<file path="config.mk">
export PLATFORM = sky130hd
export DESIGN_NAME = reg_cmd_ctrl
export DESIGN_NICKNAME = d
export VERILOG_FILES = /design/src/rtl/reg_cmd_ctrl.sv
export SDC_FILE = /design/constraint.sdc
export NUM_CORES = 1
export LEC_CHECK = 0
export CORE_MARGIN = 10
export CORE_UTILIZATION = 49
export CTS_BUF_LIST = sky130_fd_sc_hd__clkbuf_2 sky130_fd_sc_hd__clkbuf_4 sky130_fd_sc_hd__clkbuf_8
export DETAILED_ROUTE_END_ITERATION = 12
export GPL_TIMING_DRIVEN = 0
export HOLD_SLACK_MARGIN = 0.12
export PLACE_DENSITY = 0.86
export SETUP_SLACK_MARGIN = 0.1
export SYNTH_ARGS = -nofsm -noshare
export SYNTH_HDL_FRONTEND = slang
export SYNTH_SLANG_ARGS = --single-unit
</file>
<file path="constraint.sdc">
create_clock -name CLK -period 4.2 [get_ports CLK]
set_input_delay 0.63 -clock CLK [delete_from_list [all_inputs] [get_ports CLK]]
set_output_delay 0.63 -clock CLK [all_outputs]
set_load 0.005 [all_outputs]
</file>
<file path="src/rtl/reg_cmd_ctrl.sv">
// Command-frame controller: parses UART RX byte frames (AA addr data / BB addr)
// into register-file write/read strobes and returns read data over the TX handshake.
module reg_cmd_ctrl #(
  parameter int WIDTH     = 8,
  parameter int ADDR_SIZE = 4,
  parameter int TIMEOUT   = 4
) (
  input  logic                 CLK,
  input  logic                 RST,
  input  logic [WIDTH-1:0]     RX_P_Data,
  input  logic                 RX_D_VLD,
  output logic                 WrEn,
  output logic                 RdEn,
  output logic [ADDR_SIZE-1:0] Address,
  output logic [WIDTH-1:0]     WrData,
  input  logic [WIDTH-1:0]     RdData,
  input  logic                 RdData_Valid,
  output logic [WIDTH-1:0]     TX_P_Data,
  output logic                 TX_D_VLD,
  input  logic                 TX_Busy,
  output logic                 Cmd_Err
);

  localparam int CW = $clog2(TIMEOUT + 1);
  localparam logic [CW-1:0]    TO_LAST = CW'(TIMEOUT - 1);
  localparam logic [WIDTH-1:0] CMD_WR  = WIDTH'('hAA);
  localparam logic [WIDTH-1:0] CMD_RD  = WIDTH'('hBB);

  typedef enum logic [2:0] {IDLE, WR_ADDR, WR_DATA, RD_ADDR, RD_WAIT, TX_SEND} state_t;

  state_t               state, nxt;
  logic [CW-1:0]        cnt, cnt_d;
  logic                 wr_d, rd_d, err_d, txv_d;
  logic [ADDR_SIZE-1:0] addr_d;
  logic [WIDTH-1:0]     wd_d, txd_d;
  logic                 addr_ok, timeout;

  assign addr_ok = (RX_P_Data[WIDTH-1:ADDR_SIZE] == '0);
  assign timeout = (state == RD_WAIT) && !RdData_Valid && (cnt == TO_LAST);

  always_ff @(posedge CLK or posedge RST) begin
    if (RST) begin
      state     <= IDLE;
      cnt       <= '0;
      WrEn      <= 1'b0;
      RdEn      <= 1'b0;
      Cmd_Err   <= 1'b0;
      TX_D_VLD  <= 1'b0;
      Address   <= '0;
      WrData    <= '0;
      TX_P_Data <= '0;
    end else begin
      state     <= nxt;
      cnt       <= cnt_d;
      WrEn      <= wr_d;
      RdEn      <= rd_d;
      Cmd_Err   <= err_d;
      TX_D_VLD  <= txv_d;
      Address   <= addr_d;
      WrData    <= wd_d;
      TX_P_Data <= txd_d;
    end
  end

  always_comb begin
    nxt = state;
    case (state)
      IDLE:    if (RX_D_VLD) begin
                 if (RX_P_Data == CMD_WR)      nxt = WR_ADDR;
                 else if (RX_P_Data == CMD_RD) nxt = RD_ADDR;
               end
      WR_ADDR: if (RX_D_VLD) nxt = addr_ok ? WR_DATA : IDLE;
      RD_ADDR: if (RX_D_VLD) nxt = addr_ok ? RD_WAIT : IDLE;
      WR_DATA: if (RX_D_VLD) nxt = IDLE;
      RD_WAIT: if (RdData_Valid) nxt = TX_SEND;
               else if (timeout) nxt = IDLE;
      // TX_D_VLD is high throughout TX_SEND, so !TX_Busy alone marks the accept
      TX_SEND: if (!TX_Busy) nxt = IDLE;
      default: nxt = IDLE;
    endcase
  end

  // Next values for the registered outputs
  always_comb begin
    wr_d   = 1'b0;
    rd_d   = 1'b0;
    err_d  = 1'b0;
    addr_d = Address;
    wd_d   = WrData;
    txd_d  = TX_P_Data;
    txv_d  = (nxt == TX_SEND);
    cnt_d  = (state == RD_WAIT && nxt == RD_WAIT) ? cnt + 1'b1 : '0;
    case (state)
      IDLE: if (RX_D_VLD && RX_P_Data != CMD_WR && RX_P_Data != CMD_RD) err_d = 1'b1;
      WR_ADDR, RD_ADDR: if (RX_D_VLD) begin
        addr_d = RX_P_Data[ADDR_SIZE-1:0];
        if (!addr_ok)               err_d = 1'b1;
        else if (state == RD_ADDR) rd_d  = 1'b1;
      end
      WR_DATA: if (RX_D_VLD) begin
        wd_d = RX_P_Data;
        wr_d = 1'b1;
      end
      RD_WAIT: begin
        if (RX_D_VLD)          err_d = 1'b1;
        if (RdData_Valid)      txd_d = RdData;
        else if (timeout)      err_d = 1'b1;
      end
      TX_SEND: if (RX_D_VLD) err_d = 1'b1;
      default: ;
    endcase
  end

endmodule
</file>
Word level (Yosys, flattened, before mapping):

Index checks and enable logic that the tools add are counted.

* bits in registers: 30
* latch bits: 0
* memory bits (writable): 0
* memory bits (read-only): 0
* output and inout port bits: 24
* memories: 0

* add/sub/neg operators: 1
* multiply operators: 0
* div/mod/pow operators: 0
* magnitude comparators: 0
* eq/ne operators: 12
* shift-type cells: 0
* multiplexer cells: 25
* bitwise operators: 0
* reduce and logical (&&, ||, !) cells: 12

Operator list (number)
* $mux W3: 11
* $pmux W3 S6: 1
* $eq A8 B8 Y1 const B: 2
* $ne A8 B8 Y1 const B: 2
* $eq A3 B3 Y1 const B: 4
* $mux W1: 11
* $eq A3 B2 Y1 const B: 3
* $reduce_and A2 Y1: 3
* $logic_and A1 B1 Y1: 5
* $logic_not A4 Y1: 1
* $pmux W1 S4: 1
* $add A3 B1 Y3 const B: 1
* $eq A3 B1 Y1 const B: 1
* $logic_not A3 Y1: 1
* $mux W2: 1
* $reduce_or A2 Y1: 1
* $logic_not A1 Y1: 1

Depth between registers and ports, before layout:

* word-level depth: 9
* depth in mapped cells: 5
* gate-level depth less buffers: 5

Least setup slack after synthesis:

No wires, ideal clock.

* kind: input port to flip-flop
* start: input port RX_D_VLD
* end: register state[1]
* library setup time: 0.087 ns
* arrival: 1.607 ns
* setup slack: 2.506 ns
* stages on the path: 3
* buffers on the path: 0
* cells stage by stage: or4b_4 or4_1 o211ai_1

* cells in the longest elaborated chain, start to end: 2
* elaborated cells on any way between the ends: 5

RTL lines
* from (decl): RTL line 11 `input logic RX_D_VLD,`
* $mux W3 (on tied branches)
* $pmux W3 S6 *: RTL line 67 `case (state)`
* named net nxt[1]: RTL line 31 `state_t state, nxt;`
* to (signal assigned): RTL line 53 `state <= nxt;`
* to (decl): RTL line 31

The timed path passes the listed nets; every way through them passes the cells marked *.
A chain may end at the register's enable or synchronous reset.

Worst setup path in the final report:

Same ends and word-level chain as after synthesis.

==> impl_metrics.csv <==
group,metric,value,unit
outcome,run_status,"finished clean",
clocking,post_cts.resized_instances,0,
drt,drt_wl_total,2800,um
layout,insertedDiodeCount,0,
timing,rsz_0062_raised_after_global_routing,"no",
synth,yosysWarningCount,0,
setup_path,crit_slowest_cell,"sky130_fd_sc_hd__clkdlybuf4s50_1",
global_routing,grt_first_pass_wirelength,4750,um
synth,synth.largest_area_cell,"sky130_fd_sc_hd__dfrtp_1",
drt,drt_iter0_markers,14,
setup_path,ff2ff_setup_slack,2.54,ns
floorplanning,rows,18,
drt,route.vias.total,923,
setup_path,critical_path.cell_chain,"clkdlybuf4s50_1 > or4b_4 > or4_1 > o211ai_1",
clocking,clock_sinks,30,
drt,drcViolationCount,0,
clocking,postCtsSetupBuffers,0,
clocking,insertion_delay,0.32,ns
clocking,clockBufferDepth,2,
drt,per_cell_routed_wire_length,15.5,um
floorplanning,design.portCount,45,
layout,final_design_area_no_fill,0.00179,mm2
clocking,clk_pin_slew_worst_paths,0.08,ns
synth,synth_area,0.00126,mm2
setup_path,reg2reg_depth,4,
synth,synth_sequential_area_ratio,0.596,
floorplanning,design.die.area,0.00500,mm2
power_and_ir_drop,power.switching_fraction,0.261,
synth,synth.top_cell.area_share,0.596,
global_routing,grt_max_degree,31,
timing,worstMarginPinSlew,1.11,ns
layout,final_net_count,175,
floorplanning,start_util,0.513,
global_routing,grt_pass1_vias,992,
timing,finalHoldViolations,0,
timing,max_clock_freq,498,MHz
setup_path,worst_ep_required,4.44,ns
timing,final.setup.tns,0,ns
synth,post_synth_num_cell_types,29,
synth,synthTopCellsByArea,"sky130_fd_sc_hd__dfrtp_1, sky130_fd_sc_hd__mux2_2, sky130_fd_sc_hd__nand2_1",
layout,drive_gt1_frac,0.192,
floorplanning,chipHeight,70.7,um
setup_path,critPathBufInv,1,
placed_design,detailed_place_hpwl,2250,um
setup_path,endpoint_kind,"flip-flop",
timing,timing.clock.skew,0.00587,ns
hold_path,worst_min_delay_path_endpoint,"cnt[0]$_DFF_PP0_",
setup_path,critical_path.reg2reg.startpoint,"state[0]$_DFF_PP0_",
drt,antenna_violating_nets_post_route,0,
setup_path,critPathArrivalTime,2.25,ns
power_and_ir_drop,power.combinational.fraction,0.362,
placed_design,port-buffer-count,44,
run,max_cap_violations,0,
power_and_ir_drop,power_report.internal_total,672,uW
timing,number_of_failing_setup_endpoints_in_the_final_timing_report,0,
timing,final.setup.worst_slack,2.19,ns
hold_path,hold-path-cell-count,1,
synth,avg_synthesized_cell_area,12.5,um2
clocking,tritoncts,"built",
clocking,cts-root-buf,"sky130_fd_sc_hd__clkbuf_4",
setup_path,max_stage_delay,0.57,ns
global_routing,grt_util_all_layers,0.116,
timing,period_minus_slack,2.01,ns
power_and_ir_drop,power.leakage,0.000817,uW
global_routing,grt_antenna_before_repair,0,
layout,fill_cells,179,
clocking,clock_tree.htree_level_count,2,
drt,drtPass1Iterations,4,
setup_path,reg_to_reg_critical_path_endpoint,"state[1]$_DFF_PP0_",
layout,ff_latch_area,751,um2
power_and_ir_drop,power.ir.vdd_worst,437,uV
synth,synth_nets,124,
placed_design,dpl_worst_slack,1.86,ns
drt,viasPerCell,5.10,
power_and_ir_drop,share_of_total_power_in_the_clock_network,0.178,
setup_path,crit_path_max_fanout,7,
clocking,post_cts_hold_buffer_count,0,
setup_path,timing.critical_path.from_type,"primary input",
setup_path,critPathTopFamily,"simple AND/OR/NAND/NOR gates",
power_and_ir_drop,pwr-share-seq,0.460,
floorplanning,fp.coreArea,0.00245,mm2
power_and_ir_drop,power_switching,238,uW
power_and_ir_drop,total_power,909,uW
synth,ys_seq_elements,30,
placed_design,dpl-instance-area,0.00174,mm2
synth,count_of_mapped_cells_out_of_synthesis,101,
clocking,cts-buffers-inserted,5,
setup_path,worstSetupPathType,"primary input to flip-flop",
global_routing,grt.overflow.total,0,
power_and_ir_drop,power-per-cell-area,509,mW/mm2
hold_path,hold_class,"flip-flop to flip-flop",
placed_design,routabilityCongestion,0.759,
floorplanning,die_span_x,70.7,um
layout,multi_input_area,472,um2
timing,finalCritPeriodShare,0.479,
timing,timing.max_slew.rel_slack,0.257,
hold_path,hold_start,"cnt[0]$_DFF_PP0_",
timing,report.final.slew_viol_count,0,
layout,synthToLayoutAreaGrowth,42.0,%
area by class of cell:
class	count	share of cell area
Timing Repair Buffer	44	0.246
Clock buffer	6	0.0287
Tap cell	30	0.0210
Multi-Input combinational cell	64	0.264
Buffer	4	0.0140
Sequential cell	30	0.420
Inverter	3	0.00630
cells in the mapped netlist:
library cell	count
sky130_fd_sc_hd__a211o_2	1
sky130_fd_sc_hd__and3_1	2
sky130_fd_sc_hd__and3b_1	1
sky130_fd_sc_hd__and4bb_2	1
sky130_fd_sc_hd__buf_2	2
sky130_fd_sc_hd__buf_6	1
sky130_fd_sc_hd__clkbuf_1	1
sky130_fd_sc_hd__dfrtp_1	30
sky130_fd_sc_hd__ha_1	2
sky130_fd_sc_hd__inv_1	3
sky130_fd_sc_hd__mux2_2	16
sky130_fd_sc_hd__mux2i_1	1
sky130_fd_sc_hd__nand2_1	15
sky130_fd_sc_hd__nand2b_1	2
sky130_fd_sc_hd__nand3_1	1
sky130_fd_sc_hd__nand3b_1	1
sky130_fd_sc_hd__nand4b_1	1
sky130_fd_sc_hd__nor2_1	8
sky130_fd_sc_hd__nor2b_1	1
sky130_fd_sc_hd__nor3_1	1
sky130_fd_sc_hd__nor3b_1	1
sky130_fd_sc_hd__nor4_1	2
sky130_fd_sc_hd__o211ai_1	1
sky130_fd_sc_hd__o221ai_1	1
sky130_fd_sc_hd__o311ai_0	1
sky130_fd_sc_hd__or2_2	1
sky130_fd_sc_hd__or4_1	1
sky130_fd_sc_hd__or4b_4	1
sky130_fd_sc_hd__xor2_1	1
power groups by stage:
stage	registers [uW]	logic, uW	clock network, uW
global route	428	362	180
finish	418	329	162
detailed placement	425	338	0
global placement	418	330	0
CTS	419	339	169
floorplan	428	116	0
layer usage:
layer | track usage | part of all wire
met5 | 0 | 0
met4 | 0.0323 | 0.0075
met3 | 0.0837 | 0.13
met2 | 0.180 | 0.47
met1 | 0.124 | 0.40
cell usage in the layout, fill, tap and decap left out, drive strengths merged:
cell type      count
xor2               1
nand3              1
nand2             15
and3b              1
nand2b             2
ha                 2
mux2i              1
nor2               8
nor3b              1
o211ai             1
o311ai             1
and3               2
buf                3
nor4               2
clkbuf             7
mux2              16
or4b               1
dfrtp             30
or2                1
or4                1
clkdlybuf4s50     44
o221ai             1
and4bb             1
nor2b              1
nand3b             1
nand4b             1
nor3               1
inv                3
a211o              1
kinds of logic after synthesis:
family,share of synthesized area
flops,0.596
xor+xnor,0.00696
mux,0.151
fa+ha+maj,0.0199
compound gates,0.0278
simple gates,0.169
buf+inv,0.0288
worst max path at each step:
stage	cells past startpoint	from	to	slack (ns)
after floorplan	3	RX_D_VLD	state[1]$_DFF_PP0_	2.51
after CTS	4	RX_D_VLD	state[1]$_DFF_PP0_	2.20
after detailed placement	4	RX_D_VLD	state[1]$_DFF_PP0_	1.86
after global routing	4	RX_D_VLD	state[1]$_DFF_PP0_	2.17
after global placement	4	RX_D_VLD	state[1]$_DFF_PP0_	1.87
final	4	RX_D_VLD	state[1]$_DFF_PP0_	2.19
state kept, by name, indices dropped and copies added, names as in the netlist:
signal	count
Cmd_Err	1
WrData	8
WrEn	1
TX_D_VLD	1
RdEn	1
Address	4
cnt	3
state	3
TX_P_Data	8
worst reg2reg max path, stage by stage, from the launching register on:
cell	delay (ns)
sky130_fd_sc_hd__dfrtp_1	0.38
sky130_fd_sc_hd__buf_6	0.13
sky130_fd_sc_hd__or4b_4	0.51
sky130_fd_sc_hd__or4_1	0.47
sky130_fd_sc_hd__o211ai_1	0.09
stage by stage:
step           utilization  hold slack (ns)  instances
3_3_place_gp         0.707            0.421        175
2_1_floorplan            -            0.410        101
4_1_cts              0.728            0.465        181
3_5_place_dp         0.707            0.454        175
6_report             0.728            0.457        181
5_1_grt              0.728            0.491        181
(Power assumes the default switching activity.)
